[config.mk]
export PLATFORM = sky130hd
export DESIGN_NAME = bo_datapath_flat
export DESIGN_NICKNAME = d
export VERILOG_FILES = /design/src/rtl/bo_datapath_if.sv /design/src/rtl/bo_datapath.sv /design/src/flat_wrapper.sv
export SDC_FILE = /design/constraint.sdc
export NUM_CORES = 1
export LEC_CHECK = 0
export BUFFER_PORTS_ARGS = -buffer_cell sky130_fd_sc_hd__buf_2
export CELL_PAD_IN_SITES_DETAIL_PLACEMENT = 1
export CELL_PAD_IN_SITES_GLOBAL_PLACEMENT = 1
export CORE_UTILIZATION = 38
export DETAILED_ROUTE_END_ITERATION = 10
export MAX_ROUTING_LAYER = met4
export PLACE_DENSITY_LB_ADDON = 0.2
export SLEW_MARGIN = 30
export SYNTH_ARGS = -nofsm -noshare
export SYNTH_HDL_FRONTEND = slang
export SYNTH_SLANG_ARGS = --single-unit
export TNS_END_PERCENT = 50
[constraint.sdc]
create_clock -name clk -period 2.85 [get_ports clk]
set_input_delay 0.7125 -clock clk [delete_from_list [all_inputs] [get_ports clk]]
set_output_delay 0.7125 -clock clk [all_outputs]
set_load 0.02 [all_outputs]
[src/rtl/bo_datapath_if.sv]
// bo_datapath_if: bundle of the control word, external operand and
// register/status outputs exchanged with the operational datapath.
//   master : drives x_in and the control word (LX, LS, LH, H, M0, M1, M2),
//            observes x_q, s_q, h_q, result, done, ovf.
//   slave  : the datapath itself; consumes the control word and data,
//            drives the register and status outputs.
interface bo_datapath_if #(
  parameter int W = 8
);
  logic [W-1:0] x_in;
  logic         LX;
  logic         LS;
  logic         LH;
  logic         H;
  logic [1:0]   M0;
  logic [1:0]   M1;
  logic [1:0]   M2;
  logic [W-1:0] x_q;
  logic [W-1:0] s_q;
  logic [W-1:0] h_q;
  logic [W-1:0] result;
  logic         done;
  logic         ovf;

  modport master (
    output x_in, LX, LS, LH, H, M0, M1, M2,
    input  x_q, s_q, h_q, result, done, ovf
  );

  modport slave (
    input  x_in, LX, LS, LH, H, M0, M1, M2,
    output x_q, s_q, h_q, result, done, ovf
  );
endinterface

[src/rtl/bo_datapath.sv]
// bo_datapath: operational datapath driven by a per-cycle control word.
// Holds working registers X, S, H, an add/subtract ALU with operand and
// write-back multiplexers, a sticky carry/borrow flag and a result capture
// stage that publishes S after every N_LS loads of S.
// Ports:
//   clk    - rising-edge clock
//   reset  - asynchronous active-low reset
//   bus    - bo_datapath_if slave: x_in + control word in;
//            x_q, s_q, h_q, result, done, ovf out
module bo_datapath #(
  parameter int W    = 8,
  parameter int K0   = 1,
  parameter int K1   = 2,
  parameter int N_LS = 3
) (
  input  logic          clk,
  input  logic          reset,
  bo_datapath_if.slave  bus
);

  localparam int CW = (N_LS + 1 > 2) ? $clog2(N_LS + 1) : 1;

  logic [W-1:0]  x_reg, s_reg, h_reg, result_reg;
  logic [CW-1:0] cnt_reg, cnt_next;
  logic          done_reg, ovf_reg;

  logic [W-1:0]  a_op, b_op, wb, alu_shr;
  logic [W:0]    alu;
  logic          ovf_set, capture;

  // Operand A select
  always_comb begin
    a_op = x_reg;
    unique case (bus.M0)
      2'd0: a_op = x_reg;
      2'd1: a_op = s_reg;
      2'd2: a_op = h_reg;
      2'd3: a_op = W'(K0);
    endcase
  end

  // Operand B select
  always_comb begin
    b_op = x_reg;
    unique case (bus.M1)
      2'd0: b_op = x_reg;
      2'd1: b_op = bus.x_in;
      2'd2: b_op = s_reg;
      2'd3: b_op = W'(K1);
    endcase
  end

  // Bit W is carry-out on add and borrow (A<B) on subtract.
  assign alu = bus.H ? ({1'b0, a_op} + {1'b0, b_op})
                     : ({1'b0, a_op} - {1'b0, b_op});

  // Logical right shift of the W-bit result only; the carry never shifts in.
  genvar gi;
  generate
    for (gi = 0; gi < W - 1; gi++) begin : g_shr
      assign alu_shr[gi] = alu[gi+1];
    end
  endgenerate
  assign alu_shr[W-1] = 1'b0;

  // Write-back select
  always_comb begin
    wb = alu[W-1:0];
    unique case (bus.M2)
      2'd0: wb = alu[W-1:0];
      2'd1: wb = bus.x_in;
      2'd2: wb = '0;
      2'd3: wb = alu_shr;
    endcase
  end

  // Only ALU-derived write-backs that actually land in a register flag overflow.
  assign ovf_set = (bus.LS | bus.LH) && (bus.M2 == 2'd0 || bus.M2 == 2'd3) && alu[W];

  // The load that brings the count to N_LS is the capturing one.
  assign capture = bus.LS && (cnt_reg == CW'(N_LS - 1));

  always_comb begin
    cnt_next = cnt_reg;
    if (bus.LS) begin
      cnt_next = capture ? '0 : cnt_reg + CW'(1);
    end
  end

  always_ff @(posedge clk or negedge reset) begin
    if (!reset) begin
      x_reg      <= '0;
      s_reg      <= '0;
      h_reg      <= '0;
      result_reg <= '0;
      cnt_reg    <= '0;
      done_reg   <= 1'b0;
      ovf_reg    <= 1'b0;
    end else begin
      if (bus.LX) x_reg <= bus.x_in;
      if (bus.LS) s_reg <= wb;
      if (bus.LH) h_reg <= wb;
      cnt_reg  <= cnt_next;
      done_reg <= capture;
      if (capture) result_reg <= wb;
      // Set has priority over the clear caused by loading X.
      if (ovf_set)     ovf_reg <= 1'b1;
      else if (bus.LX) ovf_reg <= 1'b0;
    end
  end

  assign bus.x_q    = x_reg;
  assign bus.s_q    = s_reg;
  assign bus.h_q    = h_reg;
  assign bus.result = result_reg;
  assign bus.done   = done_reg;
  assign bus.ovf    = ovf_reg;

endmodule

[src/flat_wrapper.sv]
// flat-port wrapper written by rule: the top's interface ports become plain ports
module bo_datapath_flat 
#(
  parameter int W    = 8,
  parameter int K0   = 1,
  parameter int K1   = 2,
  parameter int N_LS = 3
)
  (clk, reset, bus_x_in, bus_LX, bus_LS, bus_LH, bus_H, bus_M0, bus_M1, bus_M2, bus_x_q, bus_s_q, bus_h_q, bus_result, bus_done, bus_ovf);
  bo_datapath_if #(.W(W)) bus_i ();
  input  logic clk;
  input  logic reset;
  input wire logic [$bits(bus_i.x_in)-1:0] bus_x_in;
  input wire logic [$bits(bus_i.LX)-1:0] bus_LX;
  input wire logic [$bits(bus_i.LS)-1:0] bus_LS;
  input wire logic [$bits(bus_i.LH)-1:0] bus_LH;
  input wire logic [$bits(bus_i.H)-1:0] bus_H;
  input wire logic [$bits(bus_i.M0)-1:0] bus_M0;
  input wire logic [$bits(bus_i.M1)-1:0] bus_M1;
  input wire logic [$bits(bus_i.M2)-1:0] bus_M2;
  output wire logic [$bits(bus_i.x_q)-1:0] bus_x_q;
  output wire logic [$bits(bus_i.s_q)-1:0] bus_s_q;
  output wire logic [$bits(bus_i.h_q)-1:0] bus_h_q;
  output wire logic [$bits(bus_i.result)-1:0] bus_result;
  output wire logic [$bits(bus_i.done)-1:0] bus_done;
  output wire logic [$bits(bus_i.ovf)-1:0] bus_ovf;
  assign bus_i.x_in = bus_x_in;
  assign bus_i.LX = bus_LX;
  assign bus_i.LS = bus_LS;
  assign bus_i.LH = bus_LH;
  assign bus_i.H = bus_H;
  assign bus_i.M0 = bus_M0;
  assign bus_i.M1 = bus_M1;
  assign bus_i.M2 = bus_M2;
  assign bus_x_q = bus_i.x_q;
  assign bus_s_q = bus_i.s_q;
  assign bus_h_q = bus_i.h_q;
  assign bus_result = bus_i.result;
  assign bus_done = bus_i.done;
  assign bus_ovf = bus_i.ovf;
  bo_datapath #(.W(W), .K0(K0), .K1(K1), .N_LS(N_LS)) u_core (.clk(clk), .reset(reset), .bus(bus_i));
endmodule
==> metrics list <==
- Relative to the synthesized area, the layout overhead comes to 47.9%.
* Worst flop-to-flop path startpoint: u_core.bus.x_q[0]
- The worst register-to-register path ends at u_core.bus.result[5].
- Critical path start-end classification: primary input to flop
- Dominant register cell in the synthesized netlist: sky130_fd_sc_hd__dfrtp_1
* Number of synthesis warnings: 0
- Setup total negative slack on the finished layout was measured at -4.18 ns.
- Tracing the worst setup path back leads to its startpoint at bus_M1[0].
- Most common library cell in the layout ignoring fill and taps: sky130_fd_sc_hd__buf_4
- In this run, distinct cell masters in the synthesized netlist total 48.
* Critical-path cell with the highest stage delay: sky130_fd_sc_hd__a2111oi_4
- The number of antenna violations at the first check in global routing was 0.
- R2r worst-path depth: 11
* Sequential cell area fraction in the yosys report: 0.358
* Effective utilization at floorplan: 0.394
* Placer Congestion: 0.830
- Summed over all nets, the half-perimeter wirelength after detailed placement is a little under 7000 um.
* Most used cells in the layout excluding fill and tap cells: sky130_fd_sc_hd__buf_4 (65), sky130_fd_sc_hd__buf_2 (52), sky130_fd_sc_hd__dfrtp_1 (36)
- Capturing element type of the critical path: flop
- Residual antenna-violating net count after detailed routing: 0
- Achievable Freq: a little over 300 MHz
- TritonCTS clock tree: yes
* Mean cell area of the mapped netlist: just under 10 sq um
- Most numerous cell on the critical path: sky130_fd_sc_hd__xnor2_2
* Input/output buffers: 53
- Of the available clock period, the critical path in the final layout requires 1.13.
- Number of search-and-repair iterations in the first detailed-routing pass: 4
- Crit path required time: around 3 ns
- The via count of the first global-routing pass is approximately 2600.
- Setup violations remaining at the end of the flow were counted as 19.
- Across the routed clock network, the largest skew measured is about 0.013 ns.
* Global-route wire length before repair: about 14000 um
- The number of nets in the synthesized netlist is approximately 290.
* Max-capacitance violation count: 0
- Clock latency at the later pin of the worst-skew pair: around 0.30 ns
- Worst hold path class: primary input to asynchronous set/reset pin
- Inserted Clock Buffers: 5
- The finished cells cover ~3700 sq um.
- In the synthesized netlist the async set-or-reset flop fraction comes to 1.00.
- After clock tree synthesis, the clock-pin slew on the worst setup and hold paths is 0.07 ns.
* Hold-fix buffers at CTS: 0
* Gate count of the mapped netlist: approximately 260
- Crit path largest cell delay: ~0.39 ns
* Number of levels the H-tree was split into: 2
- Arrival time worst endpoint: around 3.4 ns
* Final WS setup: -0.360 ns
- For this run, design rule violations remaining after detail routing come to 0.
* Standard-cell rows: 29
- The final number of max-transition violations is 0.
- Along the worst path, the maximum fanout reaches 6.
- Iteration-0 DRC Markers: between 100 and 150
* Register-to-register setup slack: -0.20 ns
* Final standard cell utilization of the core: 0.583
- Per-cell via count in the routed design: roughly 5.7
- Counting flops with a built-in enable in the synthesized netlist gives 0.
* Actual transition at the worst max-transition pin: ~0.48 ns
- The hold violation count in the final report came to 0.
- Flop and latch count out of synthesis: 36
- The smallest clock period supported by the final layout is computed as 3.21 ns.
* Failing checks: negative setup slack
* Power Dens Cells: between 700 and 800 nW/um^2
* Fraction of layout cells with a size suffix above 1: 0.515
* Hold slack final: between 0.3 and 0.4 ns
* P_leak: 1.76 nW
- Setup repair after global routing could not meet its margin everywhere.
* Io pins: 54
* Outcome: finished, violations left
- Measured against its own limit, the worst slew margin works out to 0.677.
- Clock tree synthesis found a total of 36 sinks.
- Pre-CTS setup slack: -0.818 ns
- Overall via count from detail_route: 2554
* Die H: about 83 um
- The net count of the finished layout is 405.
- After synthesis the cells add up to 2520 sq um.
* CTS Root Buffer Type: sky130_fd_sc_hd__clkbuf_8
- Dividing the detail-routed wire length by the instance count gives 20.9 um.
- In this run the standard cell core region covers approximately 6400 sq um.
- The number of antenna diodes in the final layout is 0.
* Die ar.: 6950 sq um
- STA classifies the critical path startpoint as a primary input.
* Total global-route track usage: 0.270
- Total grt overflow: 0
* Total wire length: 9410 um
* Critical Path, Cell by Cell: buf_12 > mux2i_4 > o2bb2ai_4 > nor4_4 > nor2_1 > xnor2_2 > ha_4 > and3_4 > a2111oi_4 > xnor2_2 > a221oi_4 > o31ai_1
- Pin count of the biggest net entering global routing: 37
* Post-Place Cell Area: ~3400 sq um
- Across the VDD grid, the largest voltage drop is 485 uV.
* Critical Path Sink: u_core.bus.result[5]
- In this run the deepest clock path goes through 2 buffers.
- Die X-Extent: around 83 um
## layer usage
metal  GRT usage  vias up  share of wire
li1            -     1177              -
met1       0.354     1291           0.44
met2       0.435       72           0.50
met3      0.0328       14          0.036
met4      0.0893        0          0.022
met5           -        -              0
## per-stage QoR
step | total power [W] | std cells
CTS | 0.00261 | 448
global route | 0.00286 | 450
finish | 0.00272 | 450
detailed placement | 0.00211 | 437
floorplan | 0.00155 | 257
global placement | 0.00207 | 437
## synthesized netlist by cell type (2+ instances only)
master | n | area share
sky130_fd_sc_hd__a41oi_1 | 2 | 0.0070
sky130_fd_sc_hd__clkbuf_1 | 8 | 0.012
sky130_fd_sc_hd__o21ai_0 | 20 | 0.040
sky130_fd_sc_hd__o21a_1 | 3 | 0.0090
sky130_fd_sc_hd__nand2b_1 | 2 | 0.0050
sky130_fd_sc_hd__a31oi_1 | 4 | 0.0099
sky130_fd_sc_hd__or3_1 | 3 | 0.0075
sky130_fd_sc_hd__xnor2_1 | 7 | 0.024
sky130_fd_sc_hd__mux2_2 | 19 | 0.085
sky130_fd_sc_hd__nor2_1 | 13 | 0.019
sky130_fd_sc_hd__o2bb2ai_1 | 6 | 0.021
sky130_fd_sc_hd__a21oi_1 | 13 | 0.026
sky130_fd_sc_hd__inv_1 | 10 | 0.015
sky130_fd_sc_hd__buf_6 | 3 | 0.013
sky130_fd_sc_hd__a211oi_1 | 4 | 0.012
sky130_fd_sc_hd__o21bai_1 | 2 | 0.0060
sky130_fd_sc_hd__nor2b_1 | 2 | 0.0050
sky130_fd_sc_hd__o211ai_1 | 3 | 0.0090
sky130_fd_sc_hd__ha_1 | 11 | 0.055
sky130_fd_sc_hd__xor2_1 | 2 | 0.0070
sky130_fd_sc_hd__dfrtp_1 | 36 | 0.36
sky130_fd_sc_hd__and3_1 | 2 | 0.0050
sky130_fd_sc_hd__nand2_1 | 32 | 0.048
sky130_fd_sc_hd__o22ai_1 | 3 | 0.0075
sky130_fd_sc_hd__o31ai_1 | 4 | 0.012
sky130_fd_sc_hd__nand3_1 | 3 | 0.0060
sky130_fd_sc_hd__a21o_1 | 3 | 0.0090
sky130_fd_sc_hd__mux2i_1 | 17 | 0.068
## what timing repair did
item | CTS | global route
hold endpoints to repair | 0 | 0
setup endpoints to repair | 24 | 24
pin swaps | 11 | 12
setup buffers | 4 | 1
gates resized for setup | 23 | 21
## worst min-delay path by stage
stage                      endpoint                  from  slack, ns
2_1_floorplan       u_core.bus.done                 reset       0.42
3_3_place_gp   u_core.bus.result[0]  u_core.bus.result[0]       0.46
3_5_place_dp   u_core.bus.result[0]  u_core.bus.result[0]       0.46
4_1_cts        u_core.bus.result[7]  u_core.bus.result[7]       0.49
5_1_grt           u_core.bus.s_q[5]                 reset       0.37
6_report          u_core.bus.h_q[7]                 reset       0.35
## logic make-up after synthesis
kind of cell / Yosys count / share of synthesized area
DFF: 36 / 0.358
buffers and inverters: 23 / 0.0438
xor gates and xnor gates: 9 / 0.0313
and+or+nand+nor: 63 / 0.123
AOI/OAI and AO/OA: 78 / 0.229
muxes: 36 / 0.153
adders and majority gates: 12 / 0.0627
## layout make-up
class | instances | area, sq um
fill | 731 | 2660
clock buffer | 7 | 96.3
sequential | 36 | 901
multi-input combinational | 198 | 1760
timing repair buffer | 121 | 831
inverter | 11 | 41.3
tap | 77 | 96.3
## worst max-delay path: cells and delay by family
kind / cells / cell delay [ns]
compound gates: 4 / 0.90
simple gates: 3 / 0.69
xor+xnor: 2 / 0.43
mux: 1 / 0.26
fa+ha+maj: 1 / 0.26
buf+inv: 1 / 0.11
## power by group
| part | leakage, nW | internal (W) | switching (W) |
|---|---|---|---|
| clock network | 0.0503 | 0.000216 | 0.000195 |
| logic | 1.27 | 0.000695 | 0.000837 |
| registers | 0.442 | 0.000653 | 0.000122 |
| total | 1.76 | 0.00156 | 0.00115 |
(Power assumes the default switching activity.)
